$ cat config.mk
export PLATFORM = sky130hd
export DESIGN_NAME = branch_predictor
export DESIGN_NICKNAME = d
export VERILOG_FILES = /design/src/rtl/datapath_types_pkg.sv /design/src/rtl/pred_sat_ctr.sv /design/src/rtl/branch_predictor.sv
export SDC_FILE = /design/constraint.sdc
export NUM_CORES = 2
export LEC_CHECK = 0
export CAP_MARGIN = 20
export CORE_MARGIN = 8
export CORE_UTILIZATION = 40
export DETAILED_ROUTE_END_ITERATION = 10
export PLACE_DENSITY_LB_ADDON = 0.08
export SLEW_MARGIN = 5
export SYNTH_ARGS = -nofsm -noshare
export SYNTH_HDL_FRONTEND = slang
export SYNTH_SLANG_ARGS = --single-unit
$ cat constraint.sdc
create_clock -name CLK -period 7.1 [get_ports CLK]
set_clock_uncertainty 0.15 [all_clocks]
set_input_delay 1.065 -clock CLK [delete_from_list [all_inputs] [get_ports CLK]]
set_output_delay 1.065 -clock CLK [all_outputs]
set_load 0.03 [all_outputs]
$ cat src/rtl/datapath_types_pkg.sv
// Shared datapath types: prediction result tag and BTB entry layout.
package datapath_types_pkg;

   // Outcome of a resolved prediction, reported to the cpu_tracker
   typedef enum logic [1:0] {
      NA         = 2'b00,
      RIGHT_PRED = 2'b01,
      WRONG_PRED = 2'b10
   } pred_t;

   localparam int unsigned PC_W        = 32;
   localparam int unsigned BTB_ENTRIES = 16;
   localparam int unsigned BTB_IDX_W   = $clog2(BTB_ENTRIES);
   localparam int unsigned BTB_TAG_W   = 30 - BTB_IDX_W;

   // 00 strong NT, 01 weak NT, 10 weak T, 11 strong T
   typedef logic [1:0] btb_ctr_t;

   localparam btb_ctr_t CTR_STRONG_NT = 2'b00;
   localparam btb_ctr_t CTR_WEAK_T    = 2'b10;
   localparam btb_ctr_t CTR_STRONG_T  = 2'b11;

   typedef struct packed {
      logic                  valid;
      logic [BTB_TAG_W-1:0]  tag;
      logic [PC_W-1:0]       target;
      btb_ctr_t              ctr;
   } btb_entry_t;

endpackage

$ cat src/rtl/pred_sat_ctr.sv
// 2-bit saturating direction counter next-state function.
//  ctr    in  current counter value
//  taken  in  resolved branch outcome
//  ctr_n  out counter value after training (combinational)
module pred_sat_ctr
   import datapath_types_pkg::*;
(
   input  btb_ctr_t ctr,
   input  logic     taken,
   output btb_ctr_t ctr_n
);

   // Step toward the outcome, clamping at either end
   always_comb begin
      ctr_n = ctr;
      if (taken) begin
         if (ctr != CTR_STRONG_T) ctr_n = btb_ctr_t'(ctr + 2'd1);
      end else begin
         if (ctr != CTR_STRONG_NT) ctr_n = btb_ctr_t'(ctr - 2'd1);
      end
   end

endmodule

$ cat src/rtl/branch_predictor.sv
// Direct-mapped BTB with 2-bit direction counters for the 5-stage pipeline.
//  CLK, nRST              clock, async active-low reset
//  en                     pipeline advance; gates every state update
//  lk_pc -> lk_hit/lk_taken/lk_npc     combinational fetch lookup
//  up_valid/up_pc/up_taken/up_target/up_pred_npc   execute-stage resolution
//  mispredict, fix_pc     combinational redirect decision
//  pred_result            registered RIGHT_PRED / WRONG_PRED / NA
//  mispred_cnt            registered saturating mispredict count
module branch_predictor
   import datapath_types_pkg::*;
#(
   parameter int unsigned ENTRIES  = BTB_ENTRIES,
   parameter int unsigned TAG_W    = BTB_TAG_W,
   parameter btb_ctr_t    CTR_INIT = 2'b01
) (
   input  logic            CLK,
   input  logic            nRST,
   input  logic            en,
   input  logic [31:0]     lk_pc,
   output logic            lk_hit,
   output logic            lk_taken,
   output logic [31:0]     lk_npc,
   input  logic            up_valid,
   input  logic [31:0]     up_pc,
   input  logic            up_taken,
   input  logic [31:0]     up_target,
   input  logic [31:0]     up_pred_npc,
   output logic            mispredict,
   output logic [31:0]     fix_pc,
   output pred_t           pred_result,
   output logic [31:0]     mispred_cnt
);

   localparam int unsigned IDX_W = $clog2(ENTRIES);

   btb_entry_t btb_q [ENTRIES];
   btb_entry_t btb_d [ENTRIES];
   pred_t      pred_result_q, pred_result_d;
   logic [31:0] mispred_cnt_q, mispred_cnt_d;

   logic [IDX_W-1:0] lk_idx, up_idx;
   logic [TAG_W-1:0] lk_tag, up_tag;
   btb_entry_t       lk_entry, up_entry;
   logic             up_hit;
   btb_ctr_t         up_ctr_n;

   // Byte-offset bits never participate in indexing or tagging
   logic unused_pc_lsbs;
   assign unused_pc_lsbs = ^{lk_pc[1:0], up_pc[1:0]};

   assign lk_idx = lk_pc[IDX_W+1:2];
   assign lk_tag = lk_pc[31:IDX_W+2];
   assign up_idx = up_pc[IDX_W+1:2];
   assign up_tag = up_pc[31:IDX_W+2];

   // Fetch lookup reads pre-edge table state
   always_comb begin
      lk_entry = btb_q[lk_idx];
      lk_hit   = lk_entry.valid && (lk_entry.tag == BTB_TAG_W'(lk_tag));
      lk_taken = lk_hit && lk_entry.ctr[1];
      lk_npc   = lk_taken ? lk_entry.target : 32'(lk_pc + 32'd4);
   end

   // Redirect decision, valid whenever up_valid regardless of en
   always_comb begin
      fix_pc     = up_taken ? up_target : 32'(up_pc + 32'd4);
      mispredict = up_valid && (fix_pc != up_pred_npc);
   end

   pred_sat_ctr u_sat_ctr (
      .ctr   (up_entry.ctr),
      .taken (up_taken),
      .ctr_n (up_ctr_n)
   );

   // Table training: train on hit, allocate only on a taken miss
   always_comb begin
      btb_d    = btb_q;
      up_entry = btb_q[up_idx];
      up_hit   = up_entry.valid && (up_entry.tag == BTB_TAG_W'(up_tag));
      if (en && up_valid) begin
         if (up_hit) begin
            btb_d[up_idx].ctr = up_ctr_n;
            if (up_taken) btb_d[up_idx].target = up_target;
         end else if (up_taken) begin
            btb_d[up_idx].valid  = 1'b1;
            btb_d[up_idx].tag    = BTB_TAG_W'(up_tag);
            btb_d[up_idx].target = up_target;
            btb_d[up_idx].ctr    = CTR_WEAK_T;
         end
      end
   end

   // Result tag and saturating mispredict counter
   always_comb begin
      pred_result_d = pred_result_q;
      mispred_cnt_d = mispred_cnt_q;
      if (en) begin
         if (!up_valid)      pred_result_d = NA;
         else if (mispredict) pred_result_d = WRONG_PRED;
         else                pred_result_d = RIGHT_PRED;
         if (mispredict && (mispred_cnt_q != 32'hFFFF_FFFF))
            mispred_cnt_d = 32'(mispred_cnt_q + 32'd1);
      end
   end

   always_ff @(posedge CLK or negedge nRST) begin
      if (!nRST) begin
         for (int i = 0; i < int'(ENTRIES); i++) begin
            btb_q[i].valid  <= 1'b0;
            btb_q[i].tag    <= '0;
            btb_q[i].target <= '0;
            btb_q[i].ctr    <= CTR_INIT;
         end
         pred_result_q <= NA;
         mispred_cnt_q <= '0;
      end else begin
         btb_q         <= btb_d;
         pred_result_q <= pred_result_d;
         mispred_cnt_q <= mispred_cnt_d;
      end
   end

   assign pred_result = pred_result_q;
   assign mispred_cnt = mispred_cnt_q;

endmodule

==> metrics.txt <==
# TYPE chip_impl_metric gauge
chip_impl_info{name="setup.worst_path.start_class",value="primary input"} 1
chip_impl_metric{name="timing.reg2reg.setup_slack",unit="ns"} 2.39
chip_impl_metric{name="synth.yosys.seq_area_share",unit="%"} 47.79
chip_impl_metric{name="dp.final_hpwl",unit="mm"} 115.7
chip_impl_info{name="final_common_cell",value="sky130_fd_sc_hd__dfrtp_1"} 1
chip_impl_metric{name="r2r_cells",unit=""} 9
chip_impl_info{name="critical_path.reg2reg.startpoint",value="btb_q[547]$_DFFE_PN0P_"} 1
chip_impl_metric{name="net_sw_share",unit="%"} 27.34
chip_impl_metric{name="total_leakage_power",unit="nW"} 26.81
chip_impl_info{name="grt_setup_unrepaired",value="no"} 1
chip_impl_metric{name="warning_count_from_the_yosys_run",unit=""} 0
chip_impl_metric{name="largest_net_degree_at_the_start_of_global_routing",unit=""} 193
chip_impl_metric{name="layout_worst_path_cycle_share",unit="%"} 91.72
chip_impl_metric{name="slowest_delay",unit="ns"} 0.74
chip_impl_metric{name="clk_pin_slew_worst_paths",unit="ns"} 0.06
chip_impl_metric{name="synthDistinctLibCells",unit=""} 70
chip_impl_metric{name="synthesis.area_per_instance",unit="um^2"} 14.77
chip_impl_metric{name="via_count_of_the_first_global_routing_pass",unit=""} 36240
chip_impl_metric{name="path_max_fanout",unit=""} 43
chip_impl_info{name="critical_path.endpoint_type",value="output port"} 1
chip_impl_metric{name="groute.usage.overall",unit="%"} 24.57
chip_impl_metric{name="y_dimension_of_the_die",unit="um"} 379.7
chip_impl_metric{name="synth_enable_flop_cells",unit=""} 0
chip_impl_metric{name="tightest_pin_transition",unit="ns"} 1.159
chip_impl_metric{name="pin_count",unit=""} 234
chip_impl_metric{name="ys_seq_elements",unit=""} 1010
chip_impl_metric{name="cts_made_buffers",unit=""} 113
chip_impl_metric{name="post-cts-setup-buffer-count",unit=""} 0
chip_impl_metric{name="instances_no_fill",unit=""} 5589
chip_impl_metric{name="chipWidth",unit="um"} 379.7
chip_impl_metric{name="numClockSinks",unit=""} 1010
chip_impl_info{name="synth_ff_type",value="sky130_fd_sc_hd__dfrtp_1"} 1
chip_impl_metric{name="post_drt_wl_per_cell",unit="um"} 32.21
chip_impl_metric{name="timing.critical_path.arrival",unit="ns"} 5.30
chip_impl_metric{name="seqPwrFrac",unit="%"} 44.4
chip_impl_metric{name="cts_resized",unit=""} 0
chip_impl_metric{name="maxSlewViolCount",unit=""} 0
chip_impl_metric{name="routed_wl",unit="mm"} 180.0
chip_impl_metric{name="input_output_buffers",unit=""} 233
chip_impl_metric{name="area_delta_synth_final",unit="%"} 15.81
chip_impl_info{name="crit_path_start",value="lk_pc[2]"} 1
chip_impl_metric{name="drt_first_iter_violations",unit=""} 2969
chip_impl_metric{name="initial_core_util",unit="%"} 40.26
chip_impl_metric{name="dpl_cell_area",unit="um^2"} 57390
chip_impl_metric{name="power_per_cell_area",unit="nW/um^2"} 257.3
chip_impl_metric{name="synthCells",unit=""} 3584
chip_impl_metric{name="synth_top_area_share",unit="%"} 47.00
chip_impl_metric{name="grt_pass1_wl",unit="mm"} 263.9
chip_impl_metric{name="post_synthesis_instance_area",unit="um^2"} 52920
chip_impl_metric{name="power.net_switching",unit="W"} 0.004310
chip_impl_metric{name="gpl_wtd_cong",unit=""} 0.8810
chip_impl_metric{name="nets_finish",unit=""} 3868
chip_impl_info{name="cts_root_buf",value="sky130_fd_sc_hd__clkbuf_16"} 1
chip_impl_metric{name="timing.final.setup_violations",unit=""} 0
chip_impl_metric{name="post_route_cells_drive_above_1_share",unit="%"} 41.18
chip_impl_info{name="run_status",value="complete, no violations"} 1
chip_impl_metric{name="routed-via-count",unit=""} 33820
chip_impl_metric{name="htree_levels",unit=""} 3
chip_impl_metric{name="combinationalPowerShare",unit="%"} 17.4
chip_impl_metric{name="internal-power",unit="W"} 0.01146
chip_impl_metric{name="crit_path_time_final",unit="ns"} 6.512
chip_impl_metric{name="rows",unit=""} 133
chip_impl_info{name="worst_path_slowest_cell",value="sky130_fd_sc_hd__clkdlybuf4s50_1"} 1
chip_impl_metric{name="final.fill_count",unit=""} 11420
chip_impl_metric{name="post_cts_hold_buffer_count",unit=""} 0
chip_impl_metric{name="report.final.hold_viol_count",unit=""} 0
chip_impl_metric{name="drv_cap",unit=""} 0
chip_impl_info{name="netlist_top_cells_area",value="sky130_fd_sc_hd__dfrtp_1 47%, sky130_fd_sc_hd__mux4_2 17%, sky130_fd_sc_hd__mux2_2 16%"} 1
chip_impl_metric{name="worstPathRequired",unit="ns"} 5.88
chip_impl_metric{name="power.share.clock",unit="%"} 38.3
chip_impl_metric{name="area_of_the_multi_input_gates",unit="um^2"} 26060
chip_impl_metric{name="antenna_found_initial",unit=""} 25
chip_impl_metric{name="postRouteAntennaNets",unit=""} 0
chip_impl_metric{name="postLayoutCoreUtil",unit="%"} 46.62
chip_impl_metric{name="grt_remaining_overflow",unit=""} 0
chip_impl_metric{name="dp.cells",unit=""} 5367
chip_impl_metric{name="finalHoldWorstSlack",unit="ns"} 0.2229
chip_impl_info{name="tritoncts",value="yes"} 1
chip_impl_info{name="synth_largest_area_cell",value="sky130_fd_sc_hd__dfrtp_1"} 1
chip_impl_metric{name="maximum_frequency_from_static_timing_analysis",unit="GHz"} 0.1536
chip_impl_metric{name="design.die.area",unit="um^2"} 144200
chip_impl_info{name="reg2reg_to",value="btb_q[181]$_DFFE_PN0P_"} 1
chip_impl_metric{name="postSynthNetCount",unit=""} 3724
chip_impl_metric{name="dr.pass1.iters",unit=""} 7
chip_impl_metric{name="fin_setup_tns",unit="ns"} 0
chip_impl_metric{name="postLayoutCellArea",unit="um^2"} 61290
chip_impl_metric{name="clk_path_buf_depth",unit=""} 3
chip_impl_metric{name="worst_skew_pair_later_pin_latency",unit="ns"} 0.76
chip_impl_metric{name="largest_voltage_drop_on_the_vdd_net",unit="mV"} 0.2050
chip_impl_info{name="min_path_type",value="in -> async"} 1
chip_impl_info{name="layout_common_cells",value="994 x sky130_fd_sc_hd__dfrtp_1, 751 x sky130_fd_sc_hd__mux2_2, 410 x sky130_fd_sc_hd__mux4_2, 192 x sky130_fd_sc_hd__mux2_1, 189 x sky130_fd_sc_hd__clkdlybuf4s50_1"} 1
chip_impl_metric{name="drcViolationCount",unit=""} 0
chip_impl_metric{name="seq_area",unit="um^2"} 25290
chip_impl_metric{name="post_drt_via_cell_ratio",unit=""} 6.051
chip_impl_info{name="worstSetupPathType",value="in -> out"} 1
chip_impl_metric{name="max-slew-margin-rel",unit="%"} 22.71
chip_impl_info{name="timing.critical_path.cells",value="buf_8 > buf_12 > mux4_2 > mux4_2 > xnor2_1 > nand4_1 > or4_1 > nor4_4 > buf_12 > clkdlybuf4s50_1"} 1
chip_impl_metric{name="async_flop_share",unit="%"} 100.0
chip_impl_metric{name="core_footprint",unit="um^2"} 131500
-- cells in the mapped netlist (45+ instances only) --
library cell / instances
sky130_fd_sc_hd__mux2_1: 192
sky130_fd_sc_hd__mux4_2: 410
sky130_fd_sc_hd__buf_2: 45
sky130_fd_sc_hd__clkbuf_1: 205
sky130_fd_sc_hd__mux2i_1: 62
sky130_fd_sc_hd__nor2_1: 55
sky130_fd_sc_hd__dfrtp_1: 994
sky130_fd_sc_hd__xor2_1: 94
sky130_fd_sc_hd__xnor2_1: 97
sky130_fd_sc_hd__nand2_1: 114
sky130_fd_sc_hd__mux2_2: 751
sky130_fd_sc_hd__o21ai_0: 49
sky130_fd_sc_hd__a21oi_1: 48
-- state kept, by name, indices dropped and copies added, names as in the netlist --
register     count
btb_q          976
mispred_cnt     32
pred_result      2
-- worst max-delay path by stage --
stage,endpoint,depth (start not counted)
floorplan,lk_npc[2],11
global placement,lk_taken,10
detailed placement,lk_taken,10
CTS,lk_taken,10
global route,mispredict,11
finish,lk_taken,10
-- worst max-delay path: cells and delay by family --
family,cells,cell delay (ns)
mux,2,1.03
xor+xnor,1,0.16
simple gates,3,1.19
buf+inv,4,1.76
-- cell families (layout without fill, tap and decap cells) --
logic type      Yosys count  count (layout)  synth area share [%]
compound gates          174             174                 2.163
xor+xnor                196             196                 3.374
fa+ha+maj                 9               9                0.2033
buf+inv                 350             588                 3.234
flops                  1010            1010                 47.79
mux                    1415            1415                 38.69
other cells               0              12                     0
simple gates            430             430                 4.546
-- cell type report --
type                       count  share of cell area [%]
multi-input combinational   2224                   42.51
sequential                  1010                   41.27
timing repair buffer         359                   6.175
clock buffer                 164                   5.334
tap                         1755                   3.583
clock inverter                45                  0.9533
inverter                      20                  0.1225
antenna                       12                 0.04899
-- stage by stage --
| stage | power, W | setup slack, ns |
|---|---|---|
| after CTS | 0.01592 | 0.4875 |
| after floorplan | 0.008754 | 1.155 |
| after global placement | 0.009701 | 0.5053 |
| final | 0.01577 | 0.5880 |
| after global routing | 0.01642 | 0.3420 |
| after detailed placement | 0.009838 | 0.4929 |
-- metal layers --
| metal | wire length [um] | part of all wire, % | GRT usage, % | vias up |
|---|---|---|---|---|
| met5 | 94 | 0.052 | 0 | - |
| met4 | 4689 | 2.6 | 6.767 | 14 |
| met3 | 14240 | 7.9 | 6.149 | 281 |
| met2 | 79860 | 44 | 37.00 | 1277 |
| met1 | 81120 | 45 | 35.41 | 18440 |
| li1 | - | - | - | 13810 |
-- power groups by stage --
stage / registers (W) / logic, W / clock network [W]
final: 0.00700 / 0.00274 / 0.00603
after global routing: 0.00710 / 0.00292 / 0.00640
after CTS: 0.00699 / 0.00276 / 0.00617
after detailed placement: 0.00709 / 0.00274 / 0
after global placement: 0.00703 / 0.00267 / 0
after floorplan: 0.00695 / 0.00180 / 0
Note: power is estimated with default switching activity, not from simulation.
